===== src/rtl/alt_mlab_fifo_pkg.sv =====
// Shared constants and pointer helper for the MLAB-backed showahead FIFO.
//   ADDR_WIDTH_DFLT : default MLAB address width
//   DEPTH / PTR_W   : words per MLAB and pointer width (address + wrap bit)
//   MAX_WR_LAT      : largest supported write-to-read commit latency
//   ptr_diff()      : modular pointer difference truncated to a given width
package alt_mlab_fifo_pkg;

  localparam int unsigned ADDR_WIDTH_DFLT = 5;
  localparam int unsigned DEPTH           = 2 ** ADDR_WIDTH_DFLT;
  localparam int unsigned PTR_W           = ADDR_WIDTH_DFLT + 1;
  localparam int unsigned MAX_WR_LAT      = 7;
  localparam int unsigned PTR_MAX_W       = 16;

  // (a - b) mod 2**w; callers zero-extend their pointers to PTR_MAX_W bits
  function automatic logic [PTR_MAX_W-1:0] ptr_diff(input logic [PTR_MAX_W-1:0] a,
                                                    input logic [PTR_MAX_W-1:0] b,
                                                    input int unsigned          w);
    logic [PTR_MAX_W-1:0] mask;
    mask = PTR_MAX_W'((33'd1 << w) - 33'd1);
    return (a - b) & mask;
  endfunction

endpackage


===== src/rtl/alt_mlab_fifo_ctrl.sv =====
// Showahead FIFO controller around one external alt_mlab array.
// Ports:
//   clk, arst               : clock (also MLAB wclk) and async active-high reset
//   din/din_valid/din_ready : push side handshake
//   dout/dout_valid/dout_ready : pop side handshake, dout registered
//   level                   : words in MLAB plus output register
//   mlab_wena/waddr/wdata   : registered MLAB write port
//   mlab_raddr/mlab_rdata   : MLAB read address and combinational read data
module alt_mlab_fifo_ctrl
  import alt_mlab_fifo_pkg::*;
#(
  parameter int unsigned WIDTH      = 20,
  parameter int unsigned ADDR_WIDTH = ADDR_WIDTH_DFLT,
  parameter int unsigned WR_LAT     = 3
) (
  input  logic                  clk,
  input  logic                  arst,
  input  logic [WIDTH-1:0]      din,
  input  logic                  din_valid,
  output logic                  din_ready,
  output logic [WIDTH-1:0]      dout,
  output logic                  dout_valid,
  input  logic                  dout_ready,
  output logic [ADDR_WIDTH:0]   level,
  output logic                  mlab_wena,
  output logic [ADDR_WIDTH-1:0] mlab_waddr,
  output logic [WIDTH-1:0]      mlab_wdata,
  output logic [ADDR_WIDTH-1:0] mlab_raddr,
  input  logic [WIDTH-1:0]      mlab_rdata
);

  localparam int unsigned N_WORDS = 2 ** ADDR_WIDTH;
  localparam int unsigned P_W     = ADDR_WIDTH + 1;
  // keep the commit pipe inside the supported 2..MAX_WR_LAT range
  localparam int unsigned LAT     = (WR_LAT > MAX_WR_LAT) ? MAX_WR_LAT :
                                    ((WR_LAT < 2) ? 2 : WR_LAT);

  logic [P_W-1:0]   wptr, cptr, rptr;
  logic [LAT-2:0]   commit_sr;

  logic             push, load, pop, commit_done;
  logic [P_W-1:0]   wptr_nxt, cptr_nxt, rptr_nxt, occ_nxt, level_nxt;
  logic [LAT-1:0]   sr_in;
  logic             dout_valid_nxt, din_ready_nxt;
  logic [WIDTH-1:0] dout_nxt, wdata_nxt;
  logic [ADDR_WIDTH-1:0] waddr_nxt;

  // Handshake decode and next-state computation
  always_comb begin
    push           = 1'b0;
    load           = 1'b0;
    pop            = 1'b0;
    commit_done    = 1'b0;
    sr_in          = '0;
    wptr_nxt       = wptr;
    cptr_nxt       = cptr;
    rptr_nxt       = rptr;
    occ_nxt        = '0;
    level_nxt      = '0;
    dout_valid_nxt = dout_valid;
    din_ready_nxt  = 1'b0;
    dout_nxt       = dout;
    waddr_nxt      = mlab_waddr;
    wdata_nxt      = mlab_wdata;

    push = din_valid && din_ready;
    pop  = dout_valid && dout_ready;
    load = (cptr != rptr) && (!dout_valid || dout_ready);

    // mlab_wena is the first commit stage; commit_sr supplies the remaining LAT-1
    sr_in       = {commit_sr, mlab_wena};
    commit_done = commit_sr[LAT-2];

    wptr_nxt = wptr + P_W'(push);
    cptr_nxt = cptr + P_W'(commit_done);
    rptr_nxt = rptr + P_W'(load);

    if (push) begin
      waddr_nxt = wptr[ADDR_WIDTH-1:0];
      wdata_nxt = din;
    end

    if (load) begin
      dout_nxt       = mlab_rdata;
      dout_valid_nxt = 1'b1;
    end else if (pop) begin
      dout_valid_nxt = 1'b0;
    end

    // level and din_ready are registered from next-state pointers so they track
    // the current pointer state with no extra cycle of lag
    occ_nxt       = P_W'(ptr_diff(PTR_MAX_W'(wptr_nxt), PTR_MAX_W'(rptr_nxt), P_W));
    din_ready_nxt = occ_nxt < P_W'(N_WORDS);
    level_nxt     = occ_nxt + P_W'(dout_valid_nxt);
  end

  // State and output registers
  always_ff @(posedge clk or posedge arst) begin
    if (arst) begin
      wptr       <= '0;
      cptr       <= '0;
      rptr       <= '0;
      commit_sr  <= '0;
      mlab_wena  <= 1'b0;
      mlab_waddr <= '0;
      mlab_wdata <= '0;
      dout       <= '0;
      dout_valid <= 1'b0;
      level      <= '0;
      din_ready  <= 1'b1;
    end else begin
      wptr       <= wptr_nxt;
      cptr       <= cptr_nxt;
      rptr       <= rptr_nxt;
      commit_sr  <= sr_in[LAT-2:0];
      mlab_wena  <= push;
      mlab_waddr <= waddr_nxt;
      mlab_wdata <= wdata_nxt;
      dout       <= dout_nxt;
      dout_valid <= dout_valid_nxt;
      level      <= level_nxt;
      din_ready  <= din_ready_nxt;
    end
  end

  assign mlab_raddr = rptr[ADDR_WIDTH-1:0];

endmodule


===== config.mk =====
export PLATFORM = sky130hd
export DESIGN_NAME = alt_mlab_fifo_ctrl
export DESIGN_NICKNAME = d
export VERILOG_FILES = /design/src/rtl/alt_mlab_fifo_pkg.sv /design/src/rtl/alt_mlab_fifo_ctrl.sv
export SDC_FILE = /design/constraint.sdc
export NUM_CORES = 1
export LEC_CHECK = 0
export BUFFER_PORTS_ARGS = -buffer_cell sky130_fd_sc_hd__buf_2
export CAP_MARGIN = 20
export CORE_AREA = 2 2 91 93
export CTS_CLUSTER_SIZE = 14
export DETAILED_ROUTE_END_ITERATION = 10
export DIE_AREA = 0 0 93 95
export PLACE_DENSITY_LB_ADDON = 0.08
export SLEW_MARGIN = 10
export SYNTH_ARGS = -nofsm -noshare
export SYNTH_HDL_FRONTEND = slang
export SYNTH_SLANG_ARGS = --single-unit

===== constraint.sdc =====
create_clock -name clk -period 3.3 [get_ports clk]
set_clock_uncertainty 0.15 [all_clocks]
set_input_delay 0.66 -clock clk [delete_from_list [all_inputs] [get_ports clk]]
set_output_delay 0.66 -clock clk [all_outputs]
set_load 0.01 [all_outputs]

Word-level counts from Yosys, hierarchy flattened
Index checks and enable logic that the tools add are counted.
{ "op_classes": {"add_sub_neg": 5, "magnitude_cmp": 1, "n_eq_ne": 1, "n_mux": 2, "reduce_logical": 5} }
{ "ops": {"columns": ["operator", "count"], "rows": [
  ["$add 6x1->6", 4],
  ["$lt 6x6->1 const B", 1],
  ["$ne 6x6->1", 1],
  ["$sub 6x6->6", 1],
  ["$logic_and 1x1->1", 3],
  ["$mux 1", 2],
  ["$logic_not 1->1", 1],
  ["$logic_or 1x1->1", 1]
]} }
{ "word_totals": {"ff_bits": 74, "input_bits": 44, "out_inout_bits": 59, "word_cells": 25} }

Logic depth before layout (Yosys ltp)
Gate-level depths: netlist of run 1.
{ "depth": {"depth_word": 6, "mapped_depth": 15, "mapped_depth_nobuf": 14} }

Worst setup path after synthesis of run 1
Ideal clock, no wire load.
{ "synth_path": {"path_type": "input -> register", "from": "input din_valid", "to": "register level[5]", "setup_time_ns": 0.126, "t_arrival_ns": 3.026, "required_time_ns": 3.024, "setup_slack_ns": -0.001, "stages": 12, "path_buffers": 1, "cell_sequence": "nand2_1 > clkbuf_1 > inv_1 > ha_1 > ha_1 > nand3_1 > xnor2_1 > ha_1 > a21boi_0 > a221o_1 > xnor2_2 > xor2_1"} }
{ "synth_between": {"elab_chain_cells": 4} }
{ "synth_lines": {"columns": ["element", "line_no", "rtl"], "rows": [
  ["start, declared", "alt_mlab_fifo_ctrl.sv:19", "input logic din_valid,"],
  ["$logic_and 1x1->1", "alt_mlab_fifo_ctrl.sv:66", "push = din_valid && din_ready;"],
  ["net push", "alt_mlab_fifo_ctrl.sv:41", "logic push, load, pop, commit_done;"],
  ["$add 6x1->6", "alt_mlab_fifo_ctrl.sv:74", "wptr_nxt = wptr + P_W'(push);"],
  ["net wptr_nxt[4]", "alt_mlab_fifo_ctrl.sv:42", "logic [P_W-1:0] wptr_nxt, cptr_nxt, rptr_nxt, occ_nxt, level_nxt;"],
  ["$sub 6x6->6", "alt_mlab_fifo_pkg.sv:20", "return (a - b) & mask;"],
  ["$add 6x1->6", "alt_mlab_fifo_ctrl.sv:94", "level_nxt = occ_nxt + P_W'(dout_valid_nxt);"],
  ["net level_nxt[5]", "alt_mlab_fifo_ctrl.sv:42", null],
  ["end signal, assigned", "alt_mlab_fifo_ctrl.sv:121", "level <= level_nxt;"],
  ["end, declared", "alt_mlab_fifo_ctrl.sv:24", "output logic [ADDR_WIDTH:0] level,"]
]} }
The timed path passes the listed nets, and every way through them passes these cells.
A chain may end at the register's enable or synchronous reset.

Worst setup path in the final report of run 1
{ "layout_path": {"from": "register cptr[0]", "to": "register level[5]"} }
{ "layout_between": {"elab_chain_cells": 5, "word_cells_on_any_way": 6, "cone_classes": "add/sub (3); eq/ne (1); mux (1); reduce/logical (1)"} }
{ "layout_lines": {"columns": ["element", "line_no", "rtl"], "rows": [
  ["start, declared", "alt_mlab_fifo_ctrl.sv:38", "logic [P_W-1:0] wptr, cptr, rptr;"],
  ["start signal, assigned", "alt_mlab_fifo_ctrl.sv:113", "cptr <= cptr_nxt;"],
  ["$ne 6x6->1", "alt_mlab_fifo_ctrl.sv:68", "load = (cptr != rptr) && (!dout_valid || dout_ready);"],
  ["$logic_and 1x1->1", "alt_mlab_fifo_ctrl.sv:68", null],
  ["$add 6x1->6", "alt_mlab_fifo_ctrl.sv:76", "rptr_nxt = rptr + P_W'(load);"],
  ["net rptr_nxt[4]", "alt_mlab_fifo_ctrl.sv:42", null],
  ["$sub 6x6->6", "alt_mlab_fifo_pkg.sv:20", null],
  ["$add 6x1->6", "alt_mlab_fifo_ctrl.sv:94", null],
  ["net level_nxt[5]", "alt_mlab_fifo_ctrl.sv:42", null]
]} }
The timed path passes the listed nets, and every way through them passes these cells.

==> results of run 1 <==
[power by group]
| part | total, uW | leakage, uW | internal (uW) | switching, uW |
|---|---|---|---|---|
| Combinational | 1940 | 0.000958 | 979 | 958 |
| Clock | 831 | 0.000116 | 499 | 332 |
| Sequential | 1530 | 0.000887 | 1310 | 220 |
| Total | 4300 | 0.00196 | 2790 | 1510 |
[cells in the mapped netlist (2+ instances only)]
| cell type | count | area, sq um |
|---|---|---|
| xor2_1 | 9 | 78.8 |
| and3_1 | 4 | 25.0 |
| ha_1 | 11 | 138 |
| dfrtp_1 | 73 | 1830 |
| clkbuf_1 | 2 | 7.51 |
| buf_4 | 5 | 37.5 |
| nand4_1 | 2 | 12.5 |
| inv_1 | 10 | 37.5 |
| xnor2_1 | 17 | 149 |
| xnor2_2 | 2 | 32.5 |
| nor2_1 | 3 | 11.3 |
| buf_2 | 2 | 10.0 |
| nand2_1 | 4 | 15.0 |
| nand3_1 | 9 | 45.0 |
| mux2_2 | 45 | 507 |
| o21ai_0 | 2 | 10.0 |
[sequential cells by signal (all words and copies together) (netlist names), 2 cells and up]
signal      count
commit_sr       2
cptr            6
dout           20
level           6
mlab_waddr      5
mlab_wdata     20
rptr            6
wptr            6
[metrics by stage]
stage / utilization [%] / area [sq um] / TNS [ns] / worst slack [ns] / hold slack [ns]
after global placement: 46.5 / 3690 / 0 / 0.164 / 0.183
after floorplan: - / 3060 / 0 / 0.131 / 0.181
after CTS: 49.5 / 3920 / 0 / 0.0680 / 0.209
final: 49.9 / 3950 / 0 / 0.180 / 0.205
after detailed placement: 46.5 / 3690 / 0 / 0.0855 / 0.196
after global routing: 49.9 / 3950 / -0.0358 / -0.0180 / 0.208
[layer usage]
| layer | up-vias | wire length [microns] | GRT usage (%) |
|---|---|---|---|
| met5 | - | 0 | 0 |
| met4 | 0 | 66 | 4.78 |
| met2 | 60 | 2820 | 22.6 |
| met1 | 940 | 2590 | 17.7 |
| met3 | 6 | 450 | 6.70 |
| li1 | 937 | - | - |
[worst min path at each step]
stage / startpoint / to / slack [ns]
4_1_cts: commit_sr[0] / commit_sr[1] / 0.21
5_1_grt: commit_sr[0] / commit_sr[1] / 0.21
3_5_place_dp: commit_sr[0] / commit_sr[1] / 0.20
6_report: commit_sr[0] / commit_sr[1] / 0.20
2_1_floorplan: commit_sr[0] / commit_sr[1] / 0.18
3_3_place_gp: commit_sr[0] / commit_sr[1] / 0.18
[cells by family (layout without fill, tap and decap cells)]
kind of cell,count (synthesis),after routing,synth area share (%)
mux,45,45,16.6
simple gates,26,26,4.34
xor+xnor,29,29,9.05
compound gates,8,8,1.80
fa+ha+maj,11,11,4.51
flops,74,74,60.7
buf+inv,19,135,3.03
[repair_timing]
item                                   in CTS  in global routing
setup endpoints to repair                   0                  2
gates resized for setup                     0                  4
setup buffers                               0                  2
endpoints found under the hold margin       0                  0
hold buffers                                0                  0
[area by class of cell]
type	count	area share, %
clock buffers	10	3.23
clock inverters	5	2.63
inverters	10	0.950
multi-input cells	119	28.5
flip-flops and latches	74	46.9
well taps	105	3.32
repair buffers	110	14.4
[worst register-to-register path, delay by kind of cell, from the launching register on]
| family | cells | cell delay (ns) |
|---|---|---|
| fa+ha+maj | 3 | 0.73 |
| xor+xnor | 4 | 0.66 |
| compound gates | 3 | 0.57 |
| simple gates | 3 | 0.44 |
| flops | 1 | 0.40 |
| buf+inv | 1 | 0.08 |
[cells in the final DEF (no fill, tap or decap), types with 2 or more instances in the layout]
cell | synthesis | routed
buf_2 | 2 | 102
dfrtp_1 | 73 | 72
mux2_2 | 45 | 45
xnor2_1 | 17 | 16
ha_1 | 11 | 10
inv_1 | 10 | 9
xor2_1 | 9 | 9
nand3_1 | 9 | 9
clkbuf_8 | 0 | 9
buf_4 | 5 | 8
nand2_1 | 4 | 4
and3_1 | 4 | 4
xnor2_2 | 2 | 3
nor2_1 | 3 | 3
bufinv_16 | 0 | 3
nand4_1 | 2 | 2
o21ai_0 | 2 | 2
==> report_table.html, run 1 <==
<table>
<tr><th>Metric</th><th>Value</th></tr>
<tr><th colspan="2">Clock network</th></tr>
<tr><td>Clock sink total</td><td>74</td></tr>
<tr><td>Total number of H-tree levels</td><td>3</td></tr>
<tr><td>Clock-pin slew reported for the worst setup and hold paths after clock tree synthesis</td><td>0.08 ns</td></tr>
<tr><td>CTS tree</td><td>built</td></tr>
<tr><td>Buffer depth of the longest clock path</td><td>2</td></tr>
<tr><td>Latest clock arrival within the worst-skew pair</td><td>0.34 ns</td></tr>
<tr><td>TritonCTS buffer count</td><td>9</td></tr>
<tr><td>Root buffer cell</td><td>clkbuf_8</td></tr>
<tr><th colspan="2">Global routing</th></tr>
<tr><td>Pin count of the biggest net entering global routing</td><td>30</td></tr>
<tr><td>Total routing resource utilization after global routing</td><td>14.4%</td></tr>
<tr><td>Leftover overflow at the end of global routing</td><td>0</td></tr>
<tr><td>Vias in the first global route</td><td>2,041</td></tr>
<tr><td>Initial antenna violation count</td><td>0</td></tr>
<tr><td>First-pass GRT wire length</td><td>9650 microns</td></tr>
<tr><th colspan="2">Timing</th></tr>
<tr><td>Actual slew at the worst max-slew pin</td><td>0.622 ns</td></tr>
<tr><td>Final worst path period need</td><td>3.12 ns</td></tr>
<tr><td>Achievable Freq</td><td>321 MHz</td></tr>
<tr><td>Worst slew margin</td><td>58.5%</td></tr>
<tr><td>Final setup viols</td><td>0</td></tr>
<tr><td>Count of endpoints failing hold in the final timing report</td><td>0</td></tr>
<tr><td>Count of pins over their slew limit</td><td>0</td></tr>
<tr><td>Period utilisation layout</td><td>94.5%</td></tr>
<tr><th colspan="2">Finish</th></tr>
<tr><td>Number of filler cells placed in the layout</td><td>740</td></tr>
<tr><td>N_diodes</td><td>0</td></tr>
<tr><td>Final net count</td><td>379</td></tr>
<tr><td>Signed area change from the synthesized netlist to the final layout</td><td>29.4%</td></tr>
<tr><td>Non-filler cells in the finished layout</td><td>433</td></tr>
<tr><td>Area taken by multi-input logic gates</td><td>1130 sq um</td></tr>
<tr><td>Layout cells sized above 1</td><td>54.6%</td></tr>
<tr><td>Combined flip-flop and latch cell area</td><td>1850 sq um</td></tr>
<tr><th colspan="2">Detailed routing</th></tr>
<tr><td>Routed WL per cell</td><td>13.7 microns</td></tr>
<tr><td>Via density</td><td>4.49</td></tr>
<tr><td>Aggregate routed wire length</td><td>5930 microns</td></tr>
<tr><td>Count of TritonRoute iterations in the first routing pass</td><td>4</td></tr>
<tr><td>Number of vias in the routed layout</td><td>1,943</td></tr>
<tr><td>Final antenna-violating net count</td><td>0</td></tr>
<tr><td>Post-route DRC violation count</td><td>0</td></tr>
<tr><td>Number of DRC violations after detailed-routing iteration 0</td><td>98</td></tr>
<tr><th colspan="2">Power and ir drop</th></tr>
<tr><td>Worst vdd ir</td><td>0.429 mV</td></tr>
<tr><td>Pwr Density</td><td>1090 nW/um^2</td></tr>
<tr><td>PnR Total Power</td><td>4300 uW</td></tr>
<tr><td>Leakage power summed over all cells</td><td>0.00196 uW</td></tr>
<tr><th colspan="2">Floorplan</th></tr>
<tr><td>Starting density of the core</td><td>38.5%</td></tr>
<tr><td>Die Y</td><td>95 microns</td></tr>
<tr><td>Core ar.</td><td>7930 sq um</td></tr>
<tr><td>Area of the die</td><td>8840 sq um</td></tr>
<tr><td>Die X</td><td>93 microns</td></tr>
<tr><td>Row cnt</td><td>33</td></tr>
<tr><td>Top-level I/O count</td><td>103</td></tr>
<tr><th colspan="2">Setup path</th></tr>
<tr><td>Worst r2r path cells</td><td>14</td></tr>
<tr><td>Critical path, cell by cell</td><td>xnor2_1 &gt; nand4_1 &gt; nor3_2 &gt; a21oi_2 &gt; ha_1 &gt; ha_2 &gt; nand3_1 &gt; xnor2_1 &gt; inv_1 &gt; ha_1 &gt; a21boi_0 &gt; a221o_1 &gt; xnor2_2 &gt; xor2_1</td></tr>
<tr><td>Data arrival at the endpoint of the critical path</td><td>3.20 ns</td></tr>
<tr><td>Depth of the critical timing path with buffers and inverters included</td><td>14</td></tr>
<tr><td>CP Capture Point</td><td>level[5]</td></tr>
<tr><td>Startpoint of the lowest-slack register-to-register path</td><td>cptr[0]</td></tr>
<tr><td>Critical-path cell with the highest stage delay</td><td>dfrtp_1</td></tr>
<tr><td>Worst-case register-to-register setup slack</td><td>0.18 ns</td></tr>
<tr><td>End of the worst register-to-register path</td><td>level[5]</td></tr>
<tr><td>Highest net fanout along the worst path</td><td>4</td></tr>
<tr><td>Number of buffers and inverters on the critical path</td><td>1</td></tr>
<tr><td>Startpoint type of the worst setup path</td><td>register</td></tr>
<tr><td>Category of cells accounting for the largest share of critical-path delay</td><td>adder cells</td></tr>
<tr><td>Critical path capture point type</td><td>register</td></tr>
<tr><td>Delay of the slowest cell on the worst path</td><td>0.40 ns</td></tr>
<tr><td>Class of the most critical setup path</td><td>reg -&gt; reg</td></tr>
<tr><td>Crit path required time</td><td>3.38 ns</td></tr>
<tr><td>Launching element of the worst setup path</td><td>cptr[0]</td></tr>
<tr><th colspan="2">Flow run</th></tr>
<tr><td>Max_cap viols</td><td>0</td></tr>
<tr><th colspan="2">Synthesis</th></tr>
<tr><td>Sequential area share after synthesis</td><td>60.7%</td></tr>
<tr><td>Total of flip-flops plus latches after synthesis</td><td>74</td></tr>
<tr><td>Count of cell types in the netlist</td><td>28</td></tr>
<tr><td>Total nets after synthesis</td><td>267</td></tr>
<tr><td>Number of standard cells after synthesis</td><td>212</td></tr>
<tr><td>Most frequently used flop master after synthesis</td><td>dfrtp_1</td></tr>
<tr><td>Synth async-reset ratio</td><td>100%</td></tr>
<tr><td>Number of flops mapped to enable cells by yosys</td><td>0</td></tr>
<tr><td>Average size of a mapped cell</td><td>14.4 sq um</td></tr>
<tr><td>Cell Area, Synth</td><td>3050 sq um</td></tr>
<tr><td>Warnings, synthesis</td><td>0</td></tr>
<tr><th colspan="2">Placed design</th></tr>
<tr><td>Detailed placer's ending HPWL</td><td>4320 microns</td></tr>
<tr><td>Cell count after placement</td><td>416</td></tr>
<tr><td>Port Buffers</td><td>102</td></tr>
<tr><td>Placer's final routability congestion estimate</td><td>0.719</td></tr>
<tr><th colspan="2">Min path</th></tr>
<tr><td>Hold Crit Depth</td><td>0</td></tr>
<tr><td>Hold Crit Class</td><td>reg -&gt; reg</td></tr>
<tr><th colspan="2">Outcome</th></tr>
<tr><td>Run status</td><td>finished clean</td></tr>
</table>
(Power assumes the default switching activity.)
==> run 2, diff against run 1 <==
Settings changed: ABC_AREA from default to 1, CORE_AREA 2 2 91 93 to 2 2 95 97, DIE_AREA 0 0 93 95 to 0 0 97 99.
==> run 2 against run 1 <==
Critical path depth grew 8. Clock power hardly changed. Global-route usage increased by 1.6 points. Sequential share of layout area decreased by 2.9 points. First-iteration DRC count decreased by 14%. Cell count grew 41%. Sequential cell count is the same. Routed wire length increased by 21%. Utilization fell by 0.65 points. Fmax increased by 5.8%. Combinational power increased by 20%. Register-to-register slack gained 0.17 ns. Critical endpoint unchanged. Largest power group unchanged.
==> report_table.html, run 2 <==
<table>
<tr><th>Metric</th><th>Value</th></tr>
<tr><th colspan="2">Setup path</th></tr>
<tr><td>Crit path required time</td><td>3.39 ns (about the same)</td></tr>
<tr><td>Data arrival at the endpoint of the critical path</td><td>3.04 ns (-0.16 ns)</td></tr>
<tr><td>Startpoint type of the worst setup path</td><td>register</td></tr>
<tr><td>Class of the most critical setup path</td><td>reg -&gt; reg</td></tr>
<tr><td>Critical path capture point type</td><td>register</td></tr>
<tr><td>Highest net fanout along the worst path</td><td>4 (unchanged)</td></tr>
<tr><th colspan="2">Finish</th></tr>
<tr><td>Non-filler cells in the finished layout</td><td>609 (+41%)</td></tr>
<tr><td>Commonest non-fill, non-tap cell in the layout</td><td>nand2_1</td></tr>
<tr><td>Regs by FF count</td><td>dout (20), mlab_wdata (20)</td></tr>
<tr><td>Final net count</td><td>552 (+46%)</td></tr>
<tr><td>N_diodes</td><td>0 (unchanged)</td></tr>
<tr><td>Number of filler cells placed in the layout</td><td>858 (+16%)</td></tr>
<tr><td>Core utilization of the finished layout</td><td>49.2% (-0.65 points)</td></tr>
<tr><td>Leading cell types in the layout, fill and taps excluded</td><td>nand2_1 (188), buf_2 (102), dfrtp_1 (73)</td></tr>
<tr><td>Layout cells sized above 1</td><td>29.3% (-25 points)</td></tr>
<tr><td>Signed area change from the synthesized netlist to the final layout</td><td>26.9%</td></tr>
<tr><td>Final instance area</td><td>4210 sq um (+6.5%)</td></tr>
<tr><th colspan="2">Detailed routing</th></tr>
<tr><td>Aggregate routed wire length</td><td>7170 microns (+21%)</td></tr>
<tr><td>Final antenna-violating net count</td><td>0 (unchanged)</td></tr>
<tr><td>Number of vias in the routed layout</td><td>2,678 (+38%)</td></tr>
<tr><td>Via density</td><td>4.40 (-2.0%)</td></tr>
<tr><td>Routed WL per cell</td><td>11.8 microns (-14%)</td></tr>
<tr><td>Post-route DRC violation count</td><td>0 (unchanged)</td></tr>
<tr><td>Number of DRC violations after detailed-routing iteration 0</td><td>84 (-14%)</td></tr>
<tr><td>Count of TritonRoute iterations in the first routing pass</td><td>4 (unchanged)</td></tr>
<tr><th colspan="2">Power and ir drop</th></tr>
<tr><td>Leakage power summed over all cells</td><td>0.00244 uW (+24%)</td></tr>
<tr><td>Pwr Density</td><td>1140 nW/um^2 (+4.6%)</td></tr>
<tr><td>Worst vdd ir</td><td>0.485 mV (+13%)</td></tr>
<tr><td>PnR Total Power</td><td>4790 uW (+11%)</td></tr>
<tr><th colspan="2">Global routing</th></tr>
<tr><td>Total routing resource utilization after global routing</td><td>16.1% (+1.6 points)</td></tr>
<tr><td>Leftover overflow at the end of global routing</td><td>0 (unchanged)</td></tr>
<tr><td>First-pass GRT wire length</td><td>12,500 microns (+29%)</td></tr>
<tr><td>Pin count of the biggest net entering global routing</td><td>51 (+70%)</td></tr>
<tr><td>Vias in the first global route</td><td>2,803 (+37%)</td></tr>
<tr><td>Initial antenna violation count</td><td>0 (unchanged)</td></tr>
<tr><th colspan="2">Flow run</th></tr>
<tr><td>Max_cap viols</td><td>0 (unchanged)</td></tr>
<tr><th colspan="2">Placed design</th></tr>
<tr><td>Placer's final routability congestion estimate</td><td>0.805 (+12%)</td></tr>
<tr><td>Detailed placer's ending HPWL</td><td>5170 microns (+20%)</td></tr>
<tr><td>Port Buffers</td><td>102 (unchanged)</td></tr>
<tr><td>Cell count after placement</td><td>594 (+43%)</td></tr>
<tr><td>Placed Area</td><td>3950 sq um (+7.0%)</td></tr>
<tr><th colspan="2">Clock network</th></tr>
<tr><td>Number of buffers inserted for hold repair after clock tree synthesis</td><td>0 (unchanged)</td></tr>
<tr><td>Total number of H-tree levels</td><td>3 (unchanged)</td></tr>
<tr><td>Latest clock arrival within the worst-skew pair</td><td>0.34 ns (about the same)</td></tr>
<tr><td>Clock-pin slew reported for the worst setup and hold paths after clock tree synthesis</td><td>0.08 ns (about the same)</td></tr>
<tr><td>Buffer depth of the longest clock path</td><td>2 (unchanged)</td></tr>
<tr><td>Post CTS Setup Buffer Count</td><td>0 (unchanged)</td></tr>
<tr><td>Number of resized instances in the post-cts repair step</td><td>0 (unchanged)</td></tr>
<tr><td>Root buffer cell</td><td>clkbuf_8</td></tr>
<tr><td>TritonCTS buffer count</td><td>9 (unchanged)</td></tr>
<tr><td>Clock sink total</td><td>74 (unchanged)</td></tr>
<tr><td>CTS tree</td><td>built</td></tr>
<tr><th colspan="2">Outcome</th></tr>
<tr><td>Run status</td><td>finished clean</td></tr>
<tr><th colspan="2">Timing</th></tr>
<tr><td>Setup TNS Final</td><td>0 ns (unchanged)</td></tr>
<tr><td>Worst slew margin</td><td>62.6% (+4.2 points)</td></tr>
<tr><td>Achievable Freq</td><td>339 MHz (+5.8%)</td></tr>
<tr><td>Final setup viols</td><td>0 (unchanged)</td></tr>
<tr><td>Period utilisation layout</td><td>89.4% (-5.2 points)</td></tr>
<tr><td>Setup repair after global routing missed its margin</td><td>no</td></tr>
<tr><td>Count of pins over their slew limit</td><td>0 (unchanged)</td></tr>
<tr><td>Actual slew at the worst max-slew pin</td><td>0.560 ns (-0.0624 ns)</td></tr>
<tr><td>Final worst path period need</td><td>2.95 ns (-0.171 ns)</td></tr>
<tr><td>Count of endpoints failing hold in the final timing report</td><td>0 (unchanged)</td></tr>
<tr><th colspan="2">Floorplan</th></tr>
<tr><td>Area of the die</td><td>9600 sq um (+8.7%)</td></tr>
<tr><td>Starting density of the core</td><td>38.8% (+0.25 points)</td></tr>
<tr><td>Core ar.</td><td>8550 sq um (+7.9%)</td></tr>
<tr><td>Die Y</td><td>99 microns (+4.2%)</td></tr>
<tr><td>Row cnt</td><td>34 (+3.0%)</td></tr>
<tr><td>Top-level I/O count</td><td>103 (unchanged)</td></tr>
<tr><td>Die X</td><td>97 microns (+4.3%)</td></tr>
<tr><th colspan="2">Synthesis</th></tr>
<tr><td>Number of flops mapped to enable cells by yosys</td><td>0 (unchanged)</td></tr>
<tr><td>Sequential area share after synthesis</td><td>55.9% (-4.8 points)</td></tr>
<tr><td>Area share of the largest cell type after synthesis</td><td>55.1% (-4.7 points)</td></tr>
<tr><td>Cell Area, Synth</td><td>3320 sq um (+8.6%)</td></tr>
<tr><td>Synth async-reset ratio</td><td>100% (unchanged)</td></tr>
<tr><td>Total nets after synthesis</td><td>446 (+67%)</td></tr>
<tr><td>Number of standard cells after synthesis</td><td>391 (+84%)</td></tr>
<tr><td>Most frequently used flop master after synthesis</td><td>dfrtp_1</td></tr>
<tr><td>Synth area leaders</td><td>dfrtp_1 (55%), nand2_1 (21%), inv_1 (4.2%)</td></tr>
<tr><td>Library cell occupying the most area in the post-synthesis netlist</td><td>dfrtp_1</td></tr>
<tr><td>Count of cell types in the netlist</td><td>29 (+3.6%)</td></tr>
<tr><td>Warnings, synthesis</td><td>0 (unchanged)</td></tr>
<tr><td>Total of flip-flops plus latches after synthesis</td><td>74 (unchanged)</td></tr>
<tr><td>Average size of a mapped cell</td><td>8.48 sq um (-41%)</td></tr>
<tr><td>Leading cell type by number of instances after synthesis</td><td>nand2_1</td></tr>
<tr><td>Most used standard cells in the synthesized netlist</td><td>nand2_1 (188), dfrtp_1 (73), inv_1 (37), nor2_1 (16)</td></tr>
<tr><th colspan="2">Min path</th></tr>
<tr><td>Hold Crit Class</td><td>reg -&gt; reg</td></tr>
</table>
-- run 2: layer usage --
metal	wire, microns	up-vias	GRT usage [%]	share of wire, %
met5	0	-	0	0
met4	90	0	5.63	1.3
met3	415	8	5.04	5.8
met2	3400	61	27.0	47
met1	3270	1220	19.6	46
li1	-	1389	-	-
-- run 2: stage by stage --
step | setup WS, ns | hold WS (ns)
2_1_floorplan | 0.205 | 0.181
3_3_place_gp | 0.277 | 0.185
3_5_place_dp | 0.160 | 0.187
4_1_cts | 0.151 | 0.206
5_1_grt | 0.00535 | 0.236
6_report | 0.351 | 0.205
-- run 2: path summary, 6_finish.rpt --
check / endpoint / startpoint / slack (ns) / cells past startpoint
hold reg to reg: commit_sr[1] / commit_sr[0] / 0.20 / 0
min in group asynchronous: mlab_wdata[9] / arst / 0.21 / 2
max in group asynchronous: dout[8] / arst / 2.13 / 3
setup / recovery: level[5] / rptr[4] / 0.35 / 22
setup reg to reg: level[5] / rptr[4] / 0.35 / 22
hold / removal: commit_sr[1] / commit_sr[0] / 0.20 / 0
-- run 2: cell type report --
type | count | area (sq um) | area share [%]
sequential | 74 | 1850 | 44.0
multi-input combinational | 264 | 1270 | 30.1
timing repair buffer | 109 | 576 | 13.7
inverter | 39 | 146 | 3.48
tap | 108 | 135 | 3.21
clock buffer | 10 | 128 | 3.03
clock inverter | 5 | 104 | 2.47
-- run 2: power by group --
part / switching (uW) / total (uW) / internal [uW]
combinational: 1400 / 2320 / 927
sequential: 267 / 1630 / 1360
clock: 333 / 832 / 499
total: 2000 / 4790 / 2790
-- run 2: logic make-up (layout without fill, tap and decap cells) --
family | after synthesis | count (layout) | share of synthesized area (%)
AND/OR/NAND/NOR | 237 | 237 | 29.3
flip-flops | 74 | 74 | 55.9
buffers and inverters | 53 | 163 | 6.83
adder cells (fa/ha/maj) | 11 | 11 | 4.15
XOR/XNOR | 10 | 10 | 2.64
AO/OA/AOI/OAI | 6 | 6 | 1.17
-- run 2: worst max-delay path, cell delays in order (launching register included) --
cell and delay (ns):
dfrtp_1 0.41, inv_1 0.08, nor2_1 0.05, nor4_2 0.30
nand3_1 0.13, nand2_1 0.10, inv_1 0.06, ha_2 0.20
ha_4 0.28, nand2_1 0.07, inv_1 0.05, nor2_1 0.03
ha_1 0.18, inv_1 0.05, nand2_1 0.08, a21oi_2 0.15
inv_1 0.05, nand2_1 0.05, nand3_1 0.08, nand3_1 0.12
clkinv_1 0.06, nand2_1 0.06, nand2_1 0.04
==> run 3, diff against run 2 <==
Clock period 3.3 ns to 3.8 ns, I/O delays scaled along.
==> run 3 against run 2 <==
Critical path depth is 1 lower. Cell area fell by 0.68%. Clock power fell by 8.5%. Largest cell class unchanged. Highest routed layer unchanged.
==> report_table.html, run 3 (synthesis gave the netlist of run 2 again) <==
<table>
<tr><th>Metric</th><th>Value</th></tr>
<tr><th colspan="2">Finish</th></tr>
<tr><td>N_diodes</td><td>0 (unchanged)</td></tr>
<tr><td>Final net count</td><td>551 (-0.18%)</td></tr>
<tr><td>Layout cells sized above 1</td><td>28.3% (-1.0 points)</td></tr>
<tr><td>Commonest non-fill, non-tap cell in the layout</td><td>nand2_1</td></tr>
<tr><td>Leading cell types in the layout, fill and taps excluded</td><td>nand2_1 (188), buf_2 (102), dfrtp_1 (73)</td></tr>
<tr><td>Number of filler cells placed in the layout</td><td>866 (+0.93%)</td></tr>
<tr><td>Regs by FF count</td><td>dout (20), mlab_wdata (20)</td></tr>
<tr><td>Signed area change from the synthesized netlist to the final layout</td><td>26.0%</td></tr>
<tr><th colspan="2">Floorplan</th></tr>
<tr><td>Area of the die</td><td>9600 sq um (unchanged)</td></tr>
<tr><td>Row cnt</td><td>34 (unchanged)</td></tr>
<tr><td>Die X</td><td>97 microns (unchanged)</td></tr>
<tr><td>Starting density of the core</td><td>38.8% (unchanged)</td></tr>
<tr><td>Top-level I/O count</td><td>103 (unchanged)</td></tr>
<tr><td>Die Y</td><td>99 microns (unchanged)</td></tr>
<tr><td>Core ar.</td><td>8550 sq um (unchanged)</td></tr>
<tr><th colspan="2">Min path</th></tr>
<tr><td>Hold Crit Depth</td><td>0 (unchanged)</td></tr>
<tr><td>Origin of the worst min-delay path</td><td>commit_sr[0]</td></tr>
<tr><td>End of the worst hold path</td><td>commit_sr[1]</td></tr>
<tr><td>Hold Crit Class</td><td>reg -&gt; reg</td></tr>
<tr><th colspan="2">Detailed routing</th></tr>
<tr><td>Final antenna-violating net count</td><td>0 (unchanged)</td></tr>
<tr><td>Number of DRC violations after detailed-routing iteration 0</td><td>58 (-31%)</td></tr>
<tr><td>Via density</td><td>4.32 (-1.8%)</td></tr>
<tr><td>Routed WL per cell</td><td>11.7 microns (-0.93%)</td></tr>
<tr><td>Number of vias in the routed layout</td><td>2,629 (-1.8%)</td></tr>
<tr><td>Count of TritonRoute iterations in the first routing pass</td><td>4 (unchanged)</td></tr>
<tr><td>Aggregate routed wire length</td><td>7110 microns (-0.93%)</td></tr>
<tr><td>Post-route DRC violation count</td><td>0 (unchanged)</td></tr>
<tr><th colspan="2">Setup path</th></tr>
<tr><td>Critical path capture point type</td><td>register</td></tr>
<tr><td>Most frequent CP cell</td><td>nand2_1</td></tr>
<tr><td>Crit path required time</td><td>3.89 ns (+0.50 ns)</td></tr>
<tr><td>Startpoint of the lowest-slack register-to-register path</td><td>rptr[1]</td></tr>
<tr><td>Highest net fanout along the worst path</td><td>6 (+2)</td></tr>
<tr><td>Worst r2r path cells</td><td>21 (-4.5%)</td></tr>
<tr><td>Data arrival at the endpoint of the critical path</td><td>3.24 ns (+0.20 ns)</td></tr>
<tr><td>Number of buffers and inverters on the critical path</td><td>5 (-1)</td></tr>
<tr><td>Critical path, cell by cell</td><td>inv_1 &gt; nor2_1 &gt; nor4b_1 &gt; nand3_1 &gt; nand2_1 &gt; inv_1 &gt; ha_1 &gt; ha_1 &gt; nor2_1 &gt; nor2_1 &gt; ha_1 &gt; inv_1 &gt; nand2_1 &gt; a21oi_2 &gt; inv_1 &gt; nand2_1 &gt; nand3_1 &gt; nand3_1 &gt; clkinv_1 &gt; nand2_1 &gt; nand2_1</td></tr>
<tr><td>Delay of the slowest cell on the worst path</td><td>0.44 ns (+0.03 ns)</td></tr>
<tr><td>Class of the most critical setup path</td><td>reg -&gt; reg</td></tr>
<tr><td>Worst-case register-to-register setup slack</td><td>0.65 ns (+0.29 ns)</td></tr>
<tr><td>Startpoint type of the worst setup path</td><td>register</td></tr>
<tr><td>Critical-path cell with the highest stage delay</td><td>dfrtp_1</td></tr>
<tr><td>End of the worst register-to-register path</td><td>level[5]</td></tr>
<tr><td>Category of cells accounting for the largest share of critical-path delay</td><td>simple AND/OR/NAND/NOR gates</td></tr>
<tr><th colspan="2">Clock network</th></tr>
<tr><td>Total number of H-tree levels</td><td>3 (unchanged)</td></tr>
<tr><td>Latest clock arrival within the worst-skew pair</td><td>0.34 ns (about the same)</td></tr>
<tr><td>Root buffer cell</td><td>clkbuf_8</td></tr>
<tr><td>Number of buffers inserted for hold repair after clock tree synthesis</td><td>0 (unchanged)</td></tr>
<tr><td>Post CTS Setup Buffer Count</td><td>0 (unchanged)</td></tr>
<tr><td>TritonCTS buffer count</td><td>9 (unchanged)</td></tr>
<tr><td>Number of resized instances in the post-cts repair step</td><td>0 (unchanged)</td></tr>
<tr><td>CTS tree</td><td>built</td></tr>
<tr><td>Clock sink total</td><td>74 (unchanged)</td></tr>
<tr><td>Clock-pin slew reported for the worst setup and hold paths after clock tree synthesis</td><td>0.08 ns (about the same)</td></tr>
<tr><td>Buffer depth of the longest clock path</td><td>2 (unchanged)</td></tr>
<tr><th colspan="2">Timing</th></tr>
<tr><td>Setup TNS Final</td><td>0 ns (unchanged)</td></tr>
<tr><td>Count of pins over their slew limit</td><td>0 (unchanged)</td></tr>
<tr><td>Final setup viols</td><td>0 (unchanged)</td></tr>
<tr><td>Setup repair after global routing missed its margin</td><td>no</td></tr>
<tr><td>Worst slew margin</td><td>56.3% (-6.4 points)</td></tr>
<tr><td>Count of endpoints failing hold in the final timing report</td><td>0 (unchanged)</td></tr>
<tr><td>Post-route worst setup slack</td><td>0.645 ns (+0.294 ns)</td></tr>
<tr><td>Actual slew at the worst max-slew pin</td><td>0.655 ns (+0.0954 ns)</td></tr>
<tr><td>Period utilisation layout</td><td>83.0% (-6.3 points)</td></tr>
<tr><td>Final worst path period need</td><td>3.15 ns (+0.206 ns)</td></tr>
<tr><td>Achievable Freq</td><td>317 MHz (-6.5%)</td></tr>
<tr><th colspan="2">Global routing</th></tr>
<tr><td>First-pass GRT wire length</td><td>12,200 microns (-1.9%)</td></tr>
<tr><td>Pin count of the biggest net entering global routing</td><td>32 (-37%)</td></tr>
<tr><td>Vias in the first global route</td><td>2,667 (-4.9%)</td></tr>
<tr><td>Initial antenna violation count</td><td>0 (unchanged)</td></tr>
<tr><td>Total routing resource utilization after global routing</td><td>15.9% (-0.20 points)</td></tr>
<tr><td>Leftover overflow at the end of global routing</td><td>0 (unchanged)</td></tr>
<tr><th colspan="2">Placed design</th></tr>
<tr><td>Worst slack, placed</td><td>0.629 ns (+0.469 ns)</td></tr>
<tr><td>Detailed placer's ending HPWL</td><td>5200 microns (+0.64%)</td></tr>
<tr><td>Placer's final routability congestion estimate</td><td>0.791 (-1.8%)</td></tr>
<tr><td>Port Buffers</td><td>102 (unchanged)</td></tr>
<tr><th colspan="2">Power and ir drop</th></tr>
<tr><td>Worst vdd ir</td><td>0.371 mV (-24%)</td></tr>
<tr><td>Leakage power summed over all cells</td><td>0.00243 uW (-0.20%)</td></tr>
<tr><td>Pwr Density</td><td>988 nW/um^2 (-13%)</td></tr>
<tr><th colspan="2">Flow run</th></tr>
<tr><td>Max_cap viols</td><td>0 (unchanged)</td></tr>
<tr><th colspan="2">Outcome</th></tr>
<tr><td>Run status</td><td>finished clean</td></tr>
</table>
## run 3: changes by cell type in the layout (fill, tap and decap cells not counted), sizes merged
cell      change
clkbuf        +2
clkinv        -2
buf           -1
clkinvlp      +1
## run 3: worst max path at each step
stage,start,to,slack (ns),cells past startpoint
6_report,rptr[1],level[5],0.65,21
5_1_grt,rptr[1],level[5],0.16,21
4_1_cts,rptr[1],level[5],0.61,21
3_5_place_dp,rptr[1],level[5],0.63,21
3_3_place_gp,rptr[1],level[5],0.72,21
2_1_floorplan,din_valid,level[5],0.60,20
## run 3: final cells by class
class | count | area (sq um) | share of cell area, %
Clock buffer | 12 | 155 | 3.71
Clock inverter | 4 | 97.6 | 2.34
Inverter | 39 | 146 | 3.50
Multi-Input combinational cell | 264 | 1240 | 29.6
Sequential cell | 74 | 1850 | 44.3
Tap cell | 108 | 135 | 3.23
Timing Repair Buffer | 108 | 556 | 13.3
## run 3: power by group
group	internal (uW)	switching [uW]
sequential	1180	245
combinational	766	1170
clock	473	289
## run 3: metal layers
metal  share of wire, %  track usage, %  vias to the layer above
met5                  0               0                        -
met4                1.2            5.09                        0
met2                 44            24.4                       63
met1                 47            20.4                     1175
met3                7.2            6.60                        7
li1                   -               -                     1384
## run 3: through the flow
stage	util (%)	instance area [sq um]	hold slack, ns	std cells	power [uW]
6_report	48.9	4180	0.202	609	4130
3_3_place_gp	45.9	3930	0.184	593	3390
4_1_cts	48.9	4180	0.203	609	4210
3_5_place_dp	45.9	3930	0.185	593	3420
5_1_grt	48.9	4180	0.218	609	4570
2_1_floorplan	-	3320	0.181	391	2820
